File: src/rtl/mux_pkg.sv
// Shared definitions for the registered 4-way datapath operand mux.
// Select codes are an enum so every user decodes the same encoding.
package mux_pkg;

  localparam int unsigned MUX_WIDTH = 16;

  typedef enum logic [1:0] {
    SEL_A = 2'b00,
    SEL_B = 2'b01,
    SEL_C = 2'b10,
    SEL_D = 2'b11
  } sel_e;

endpackage : mux_pkg

File: src/rtl/mux2_16.sv
// 2-way WIDTH-bit mux stage: z = s ? y : x.
module mux2_16 #(
  parameter int unsigned WIDTH = 16
) (
  input  logic [WIDTH-1:0] x,
  input  logic [WIDTH-1:0] y,
  input  logic             s,
  output logic [WIDTH-1:0] z
);

  always_comb begin
    z = s ? y : x;
  end

endmodule : mux2_16

File: src/rtl/mux_4way_16.sv
// Registered 4-to-1 WIDTH-bit mux built from three 2-way stages.
// Define MUX4_PARITY_EN to add the registered even-parity output out_par.
module mux_4way_16
  import mux_pkg::*;
#(
  parameter int unsigned WIDTH = MUX_WIDTH
) (
  input  logic             clk,
  input  logic             rst_n,
  input  logic             en,
  input  logic [WIDTH-1:0] a,
  input  logic [WIDTH-1:0] b,
  input  logic [WIDTH-1:0] c,
  input  logic [WIDTH-1:0] d,
  input  logic [1:0]       sel,
  output logic [WIDTH-1:0] out
`ifdef MUX4_PARITY_EN
  ,
  output logic             out_par
`endif
);

  logic [WIDTH-1:0] pick_ab;
  logic [WIDTH-1:0] pick_cd;
  logic [WIDTH-1:0] pick;

  // sel[0] chooses within each pair, sel[1] chooses the pair.
  mux2_16 #(.WIDTH(WIDTH)) stage0 (.x(a),       .y(b),       .s(sel[0]), .z(pick_ab));
  mux2_16 #(.WIDTH(WIDTH)) stage1 (.x(c),       .y(d),       .s(sel[0]), .z(pick_cd));
  mux2_16 #(.WIDTH(WIDTH)) stage2 (.x(pick_ab), .y(pick_cd), .s(sel[1]), .z(pick));

  always_ff @(posedge clk or negedge rst_n) begin
    if (!rst_n) begin
      out     <= '0;
`ifdef MUX4_PARITY_EN
      out_par <= 1'b0;
`endif
    end else if (en) begin
      out     <= pick;
`ifdef MUX4_PARITY_EN
      out_par <= ^pick;
`endif
    end
  end

endmodule : mux_4way_16

File: config.mk
export PLATFORM = sky130hd
export DESIGN_NAME = mux_4way_16
export DESIGN_NICKNAME = d
export VERILOG_FILES = /design/src/rtl/mux_pkg.sv /design/src/rtl/mux2_16.sv /design/src/rtl/mux_4way_16.sv
export SDC_FILE = /design/constraint.sdc
export NUM_CORES = 1
export LEC_CHECK = 0
export ABC_AREA = 1
export CAP_MARGIN = 25
export CORE_MARGIN = 3
export CORE_UTILIZATION = 41
export CTS_CLUSTER_DIAMETER = 200
export DETAILED_ROUTE_END_ITERATION = 16
export PLACE_DENSITY = 0.91
export SLEW_MARGIN = 20
export SYNTH_ARGS = -nofsm -noshare
export SYNTH_HDL_FRONTEND = slang
export SYNTH_SLANG_ARGS = --single-unit
File: constraint.sdc
create_clock -name clk -period 1.74 [get_ports clk]
set_input_delay 0.348 -clock clk [delete_from_list [all_inputs] [get_ports clk]]
set_output_delay 0.348 -clock clk [all_outputs]
set_load 0.02 [all_outputs]
=== Yosys cells after proc, flatten, opt, wreduce, memory -nomap -nowiden ===
Index checks and enable logic that the tools add are counted.

* Register bits: 16
* Input bits: 69
* Output and inout port bits: 16
* Word-level logic and storage cells: 4

* Muxes and demuxes: 3

{| class="wikitable"
|+ Operator list
! cell !! count
|-
| $mux 16 || 3
|}

=== Depth between registers and ports, before layout ===
Gate-level depths: netlist of run 1.

* Depth after elaboration: 2
* Mapped depth: 8
* Depth with buffers taken out: 6

=== Cells and area by module ===
Synthesis of run 1 repeated with hierarchy kept, for this count alone.

* Cell total of the unflattened synthesis: 224
* Area, all modules: 1376.3 µm²

{| class="wikitable"
|+ By module, submodules not included
! module !! instances !! cells each !! area an instance (µm²) !! seq. area each (µm²)
|-
| mux2_16 || 3 || 52 || 244.0 || 0.0
|-
| mux_4way_16 || 1 || 68 || 644.4 || 400.4
|}

=== Worst setup path before layout of run 1 ===
Ideal clock, no wire load.

* Kind: input to register
* From: input sel[0]
* To: register out[2]
* Setup time: 0.117 ns
* Arrival: 0.879 ns
* Required time: 1.623 ns
* Path slack: 0.744 ns
* Stages: 8
* Buffers on the path: 2
* Cell sequence: buf_6 > inv_6 > buf_8 > nand2_2 > nand3_1 > nand2_1 > nand2_1 > nand2_1

* Longest elaborated chain between the ends: 2
* Elaborated cells on any way between the ends: 3
* Those cells by class: mux: 3

{| class="wikitable"
|+ Ends and longest elaborated chain
! item !! line !! source
|-
| from (decl) || mux_4way_16.sv:15 || <nowiki>input logic [1:0] sel,</nowiki>
|-
| $mux 16 || mux2_16.sv:12 || <nowiki>z = s ? y : x;</nowiki>
|-
| $mux 16 (*) || mux2_16.sv:12 ||
|-
| to (signal assigned) || mux_4way_16.sv:39 || <nowiki>out <= pick;</nowiki>
|-
| to (decl) || mux_4way_16.sv:16 || <nowiki>output logic [WIDTH-1:0] out</nowiki>
|}

Every way passes the cells marked *; elsewhere a longest branch is shown, timed or not.
A chain may end at the register's enable or synchronous reset.

=== Worst setup path in the final report of run 1 ===
* From: register out[12]
* To: output out[12]

No word-level cell between the ends.

==> results of run 1 <==
-- layer usage --
| layer | part of all wire (%) | wire, µm | GRT usage, % | vias up |
|---|---|---|---|---|
| li1 | - | - | - | 886 |
| met1 | 41 | 1730 | 24.5 | 701 |
| met2 | 45 | 1890 | 35.8 | 96 |
| met3 | 12 | 484 | 7.18 | 8 |
| met4 | 1.7 | 70 | 3.89 | 0 |
| met5 | 0 | 0 | 0 | - |
-- per-stage QoR --
step	util, %	cells	setup slack, ns
after floorplan	-	256	0.744
after global placement	70.7	375	0.106
after detailed placement	70.7	375	0.0743
after CTS	71.8	379	0.0942
after global routing	71.8	379	0.0492
final	71.8	379	0.100
-- cell type report --
cell class                 count  area share (%)
timing repair buffer          88            38.4
multi-input combinational    160            28.9
sequential                    16            17.4
inverter                      67            11.3
tap                           44            2.39
clock buffer                   4            1.58
-- placed cells by master, fill, tap and decap left out --
master / netlist / final
buf_12: 0 / 1
dfrtp_1: 16 / 16
clkbuf_4: 0 / 3
nand2_1: 118 / 118
inv_6: 1 / 1
inv_4: 1 / 1
nand2_2: 10 / 10
buf_4: 5 / 3
nand3_1: 32 / 32
clkdlybuf4s50_1: 0 / 84
inv_1: 65 / 65
clkbuf_8: 0 / 1
-- worst max path at each step --
stage	end	from	cells past startpoint
after floorplan	out[2]	sel[0]	8
after global placement	out[3]	sel[0]	8
after detailed placement	out[11]	sel[0]	8
after CTS	out[12]	out[12]	1
after global routing	out[1]	out[1]	1
final	out[12]	out[12]	1
-- power by group through the flow --
stage / Sequential, mW / Clock [mW] / Combinational [mW]
final: 0.443 / 0.244 / 0.522
after global routing: 0.448 / 0.268 / 0.576
after CTS: 0.443 / 0.248 / 0.527
after detailed placement: 0.448 / 0 / 0.526
after global placement: 0.449 / 0 / 0.516
after floorplan: 0.500 / 0 / 0.196
-- cells by family after synthesis --
logic type	count (synthesis)	share of synthesized area, %
buf+inv	80	25.8
flops	16	27.9
simple gates	160	46.3
==> results_dict.tcl, run 1 <==
set metrics [dict create \
    status "finished, final reports clean" \
    routedWlPerCell_um 11.0 \
    r2r_end "out[12]" \
    top_register "out" \
    final_net_count 405 \
    tritoncts "built" \
    finalInstanceArea_um2 2300 \
    track_usage_pct 20.6 \
    drt_iter0_markers 124 \
    worst_pin_slew_ns 0.466 \
    grt_max_degree 34 \
    synth_warnings 0 \
    largest_register_ffs 16 \
    cts_buffer_depth 2 \
    h-tree-depth 1 \
    synthTopCellsByCount "nand2_1 (118), inv_1 (65), nand3_1 (32), dfrtp_1 (16), nand2_2 (10)" \
    fillers 273 \
    insertion_delay_ns 0.28 \
    period_needed_ns 1.64 \
    crit_required_ns 1.39 \
    vias_per_cell 4.46 \
    maxCapViolCount 0 \
    power.leakage_nw 1.34 \
    cp.arrival_ns 1.29 \
    cts_num_sinks 16 \
    period_share_pct 94.2 \
    drc 0 \
    grt_pass1_vias 1653 \
    synth.distinct_cells 11 \
    syn-num-nets 325 \
    clk_pin_slew_ns 0.09 \
    syn_inst 256 \
    drv_slew 0 \
    vdd_ir_drop_max_uv 490 \
    ys_top_cells_by_area "nand2_1 (31%), dfrtp_1 (28%), inv_1 (17%)" \
    ys_seq_elements 16 \
    crit_family "buffers and inverters" \
    ctsResizeCount 0 \
    powerDensity_nw_per_um2 526 \
    die-area_um2 4250 \
    grt_pass1_wl_um 6930 \
    antenna_found_initial 0 \
    critPathCaptureType "output port" \
    hold_slack_ns 0.369 \
    rows 20 \
    syn2layout_area_growth_pct 60.0 \
    antenna_cells 0 \
    firstDrtPassIters 4 \
    dieWidth_um 65.2 \
    swShare_pct 31.6 \
    wirelength_um 4180 \
    postCtsSetupBuffers 0 \
    reg2reg_slack_ns 1.10 \
    synth_seq_area_share_pct 27.9 \
    relSlewSlack_pct 68.9 \
    fin_tns_setup_ns 0 \
    final_antenna_net_count 0 \
    worst_setup_path_start_kind "register" \
    regArea_um2 400 \
    switching_power_mw 0.383 \
    yosys.area.top_type_share_pct 30.8 \
    crit_buf_inv 1 \
    post-synth-top-count-cell "nand2_1" \
    cts_buffers 3 \
    dpl.hpwl_um 3350 \
    seq_power_share_pct 36.6 \
    ios 85 \
    critPathSlowestCell "clkdlybuf4s50_1" \
    r2r-start "out[12]" \
    drive_above_1_share_pct 5.97 \
    power_mw 1.21 \
    rsz0062_at_grt "false" \
    pwr-share-comb_pct 43.2 \
    cts_root_buffer "clkbuf_4" \
    numPortBuffers 84 \
    core_area_um2 3200 \
    clock_skew_ns 0 \
    ys_async_sr_fraction_pct 100 \
    overflow 0 \
    internal_power_mw 0.826 \
    netlist_area_um2 1440 \
    final-hold-violation-count 0 \
    crit_type "register to output port" \
    synth_top_area_cell "nand2_1" \
    initial_core_util_pct 44.9 \
    syn_area_per_cell_um2 5.62 \
    vias 1691 \
    reg_top3 "out: 16 flops" \
    hold_path_class "input port to async pin" \
    r2r_cells 2 \
    max_stage_delay_ns 0.62 \
    multiInputGateArea_um2 666 \
    clkPwrFrac_pct 20.2 \
    die_h_um 65.2 \
    setup-violations-final 0 \
    max_freq_mhz 610 \
    path_max_fanout 2 \
    placed_area_um2 2260 \
    ys.flop_type "dfrtp_1" \
    crit_chain "clkdlybuf4s50_1" \
    gp_congestion 0.831 \
    holdBufCountCts 0 \
    synth_edf_count 0 \
]
(Power assumes the default switching activity.)
==> inputs of run 2 (changes only) <==
--- a/config.mk
+++ b/config.mk
@@ -11,7 +11,7 @@
 export CORE_UTILIZATION = 41
 export CTS_CLUSTER_DIAMETER = 200
 export DETAILED_ROUTE_END_ITERATION = 16
-export PLACE_DENSITY = 0.91
+export PLACE_DENSITY = 0.86
 export SLEW_MARGIN = 20
 export SYNTH_ARGS = -nofsm -noshare
 export SYNTH_HDL_FRONTEND = slang
==> run 2 against run 1 <==
Sequential share of layout area about the same. Flip-flop and latch count unchanged. Largest cell class unchanged. First-iteration DRC count increased by 32%. Highest routed layer unchanged. Sequential power about the same. Largest power group unchanged. Clock skew unchanged. Count of clock-buffer cells in the layout decreased by 1.
==> results_dict.tcl, run 2 (synthesized netlist as in run 1, its figures left out) <==
set metrics [dict create \
    path_max_fanout 2 \
    routedWlPerCell_um 11.4 \
    final_net_count 406 \
    r2r_cells 2 \
    overflow 0 \
    vdd_ir_drop_max_uv 373 \
    die-area_um2 4250 \
    final_antenna_net_count 0 \
    critPathCaptureType "output port" \
    worst_setup_path_start_kind "register" \
    ctsResizeCount 0 \
    drt_iter0_markers 164 \
    crit_chain "clkdlybuf4s50_1" \
    tritoncts "built" \
    power_mw 1.16 \
    reg2reg_slack_ns 1.11 \
    mostFrequentLayoutCell "nand2_1" \
    reg_top3 "out: 16 flops" \
    grt_pass1_wl_um 7230 \
    pre_cts_slack_ns 0.0622 \
    track_usage_pct 21.3 \
    worst_pin_slew_ns 0.480 \
    rows 20 \
    numPortBuffers 84 \
    finalInstanceArea_um2 2290 \
    drive_above_1_share_pct 5.97 \
    max_freq_mhz 615 \
    rsz0062_at_grt "false" \
    crit_required_ns 1.39 \
    antenna_found_initial 0 \
    crit_family "buffers and inverters" \
    wirelength_um 4300 \
    final-hold-violation-count 0 \
    r2r-start "out[6]" \
    drc 0 \
    hold_path_class "input port to async pin" \
    vias_per_cell 4.50 \
    crit_type "register to output port" \
    r2r_end "out[6]" \
    crit_buf_inv 1 \
    core_area_um2 3200 \
    antenna_cells 0 \
    final_cell_mix "nand2_1 (118), clkdlybuf4s50_1 (84), inv_1 (65)" \
    powerDensity_nw_per_um2 507 \
    grt_pass1_vias 1656 \
    placed_cells 376 \
    initial_core_util_pct 44.9 \
    clk_pin_slew_ns 0.09 \
    cp_num_cells 1 \
    ios 85 \
    cts_buffers 3 \
    top_register "out" \
    power.leakage_nw 1.33 \
    fillers 303 \
    largest_register_ffs 16 \
    period_share_pct 93.5 \
    holdBufCountCts 0 \
    relSlewSlack_pct 68.0 \
    clock_skew_ns 0 \
    startpoint "out[13]" \
    worst_slack_ns 0.113 \
    cts_root_buffer "clkbuf_4" \
    vias 1707 \
    stdcell_count 379 \
    fin_tns_setup_ns 0 \
    postCtsSetupBuffers 0 \
    drv_slew 0 \
    period_needed_ns 1.63 \
    regArea_um2 400 \
    multiInputGateArea_um2 666 \
    gp_congestion 0.934 \
    insertion_delay_ns 0.28 \
    cts_num_sinks 16 \
    cp.arrival_ns 1.28 \
    die_h_um 65.2 \
    critPathSlowestCell "clkdlybuf4s50_1" \
    status "finished, final reports clean" \
    grt_max_degree 34 \
    max_stage_delay_ns 0.62 \
    cts_buffer_depth 2 \
    syn2layout_area_growth_pct 59.5 \
    crit_end "out[13]" \
    placed_area_um2 2270 \
    setup-violations-final 0 \
    firstDrtPassIters 4 \
    dpl.hpwl_um 3440 \
    h-tree-depth 1 \
    dieWidth_um 65.2 \
    maxCapViolCount 0 \
]
[run 2: metal layers]
layer | vias to the layer above | global-route usage (%) | wire length (µm)
met5 | - | 0 | 0
met4 | 0 | 3.37 | 71
met3 | 8 | 6.84 | 542
met2 | 94 | 37.0 | 1920
met1 | 722 | 26.1 | 1770
li1 | 883 | - | -
[run 2: final cells by class]
class,instances,area share (%)
clock buffers,3,0.982
inverters,67,11.3
multi-input cells,160,29.0
flip-flops and latches,16,17.5
well taps,44,2.40
repair buffers,89,38.8
[run 2: worst min path at each step]
stage                         end  slack [ns]
final                      out[2]        0.38
after CTS                  out[6]        0.39
after global placement     out[5]        0.47
after detailed placement  out[15]        0.47
after global routing       out[9]        0.39
after floorplan            out[0]        0.05
[run 2: report_power, final]
| group | switching [mW] | internal, mW | total [mW] |
|---|---|---|---|
| Combinational | 0.242 | 0.285 | 0.527 |
| Clock | 0.115 | 0.0803 | 0.196 |
| Sequential | 0.0252 | 0.415 | 0.440 |
| Total | 0.382 | 0.781 | 1.16 |
[run 2: per-stage QoR]
step / utilization (%) / hold slack (ns)
after global placement: 70.9 / 0.467
after CTS: 71.6 / 0.394
after detailed placement: 70.9 / 0.468
final: 71.6 / 0.384
after floorplan: - / 0.0524
after global routing: 71.6 / 0.387
==> inputs of run 3 (changes only) <==
--- a/config.mk
+++ b/config.mk
@@ -11,6 +11,7 @@
 export CORE_UTILIZATION = 41
 export CTS_CLUSTER_DIAMETER = 200
 export DETAILED_ROUTE_END_ITERATION = 16
+export GPL_ROUTABILITY_DRIVEN = 0
 export PLACE_DENSITY = 0.86
 export SLEW_MARGIN = 20
 export SYNTH_ARGS = -nofsm -noshare
==> results of run 3 <==
Same layout as run 2: the final DEF is identical, and so are final timing and power.
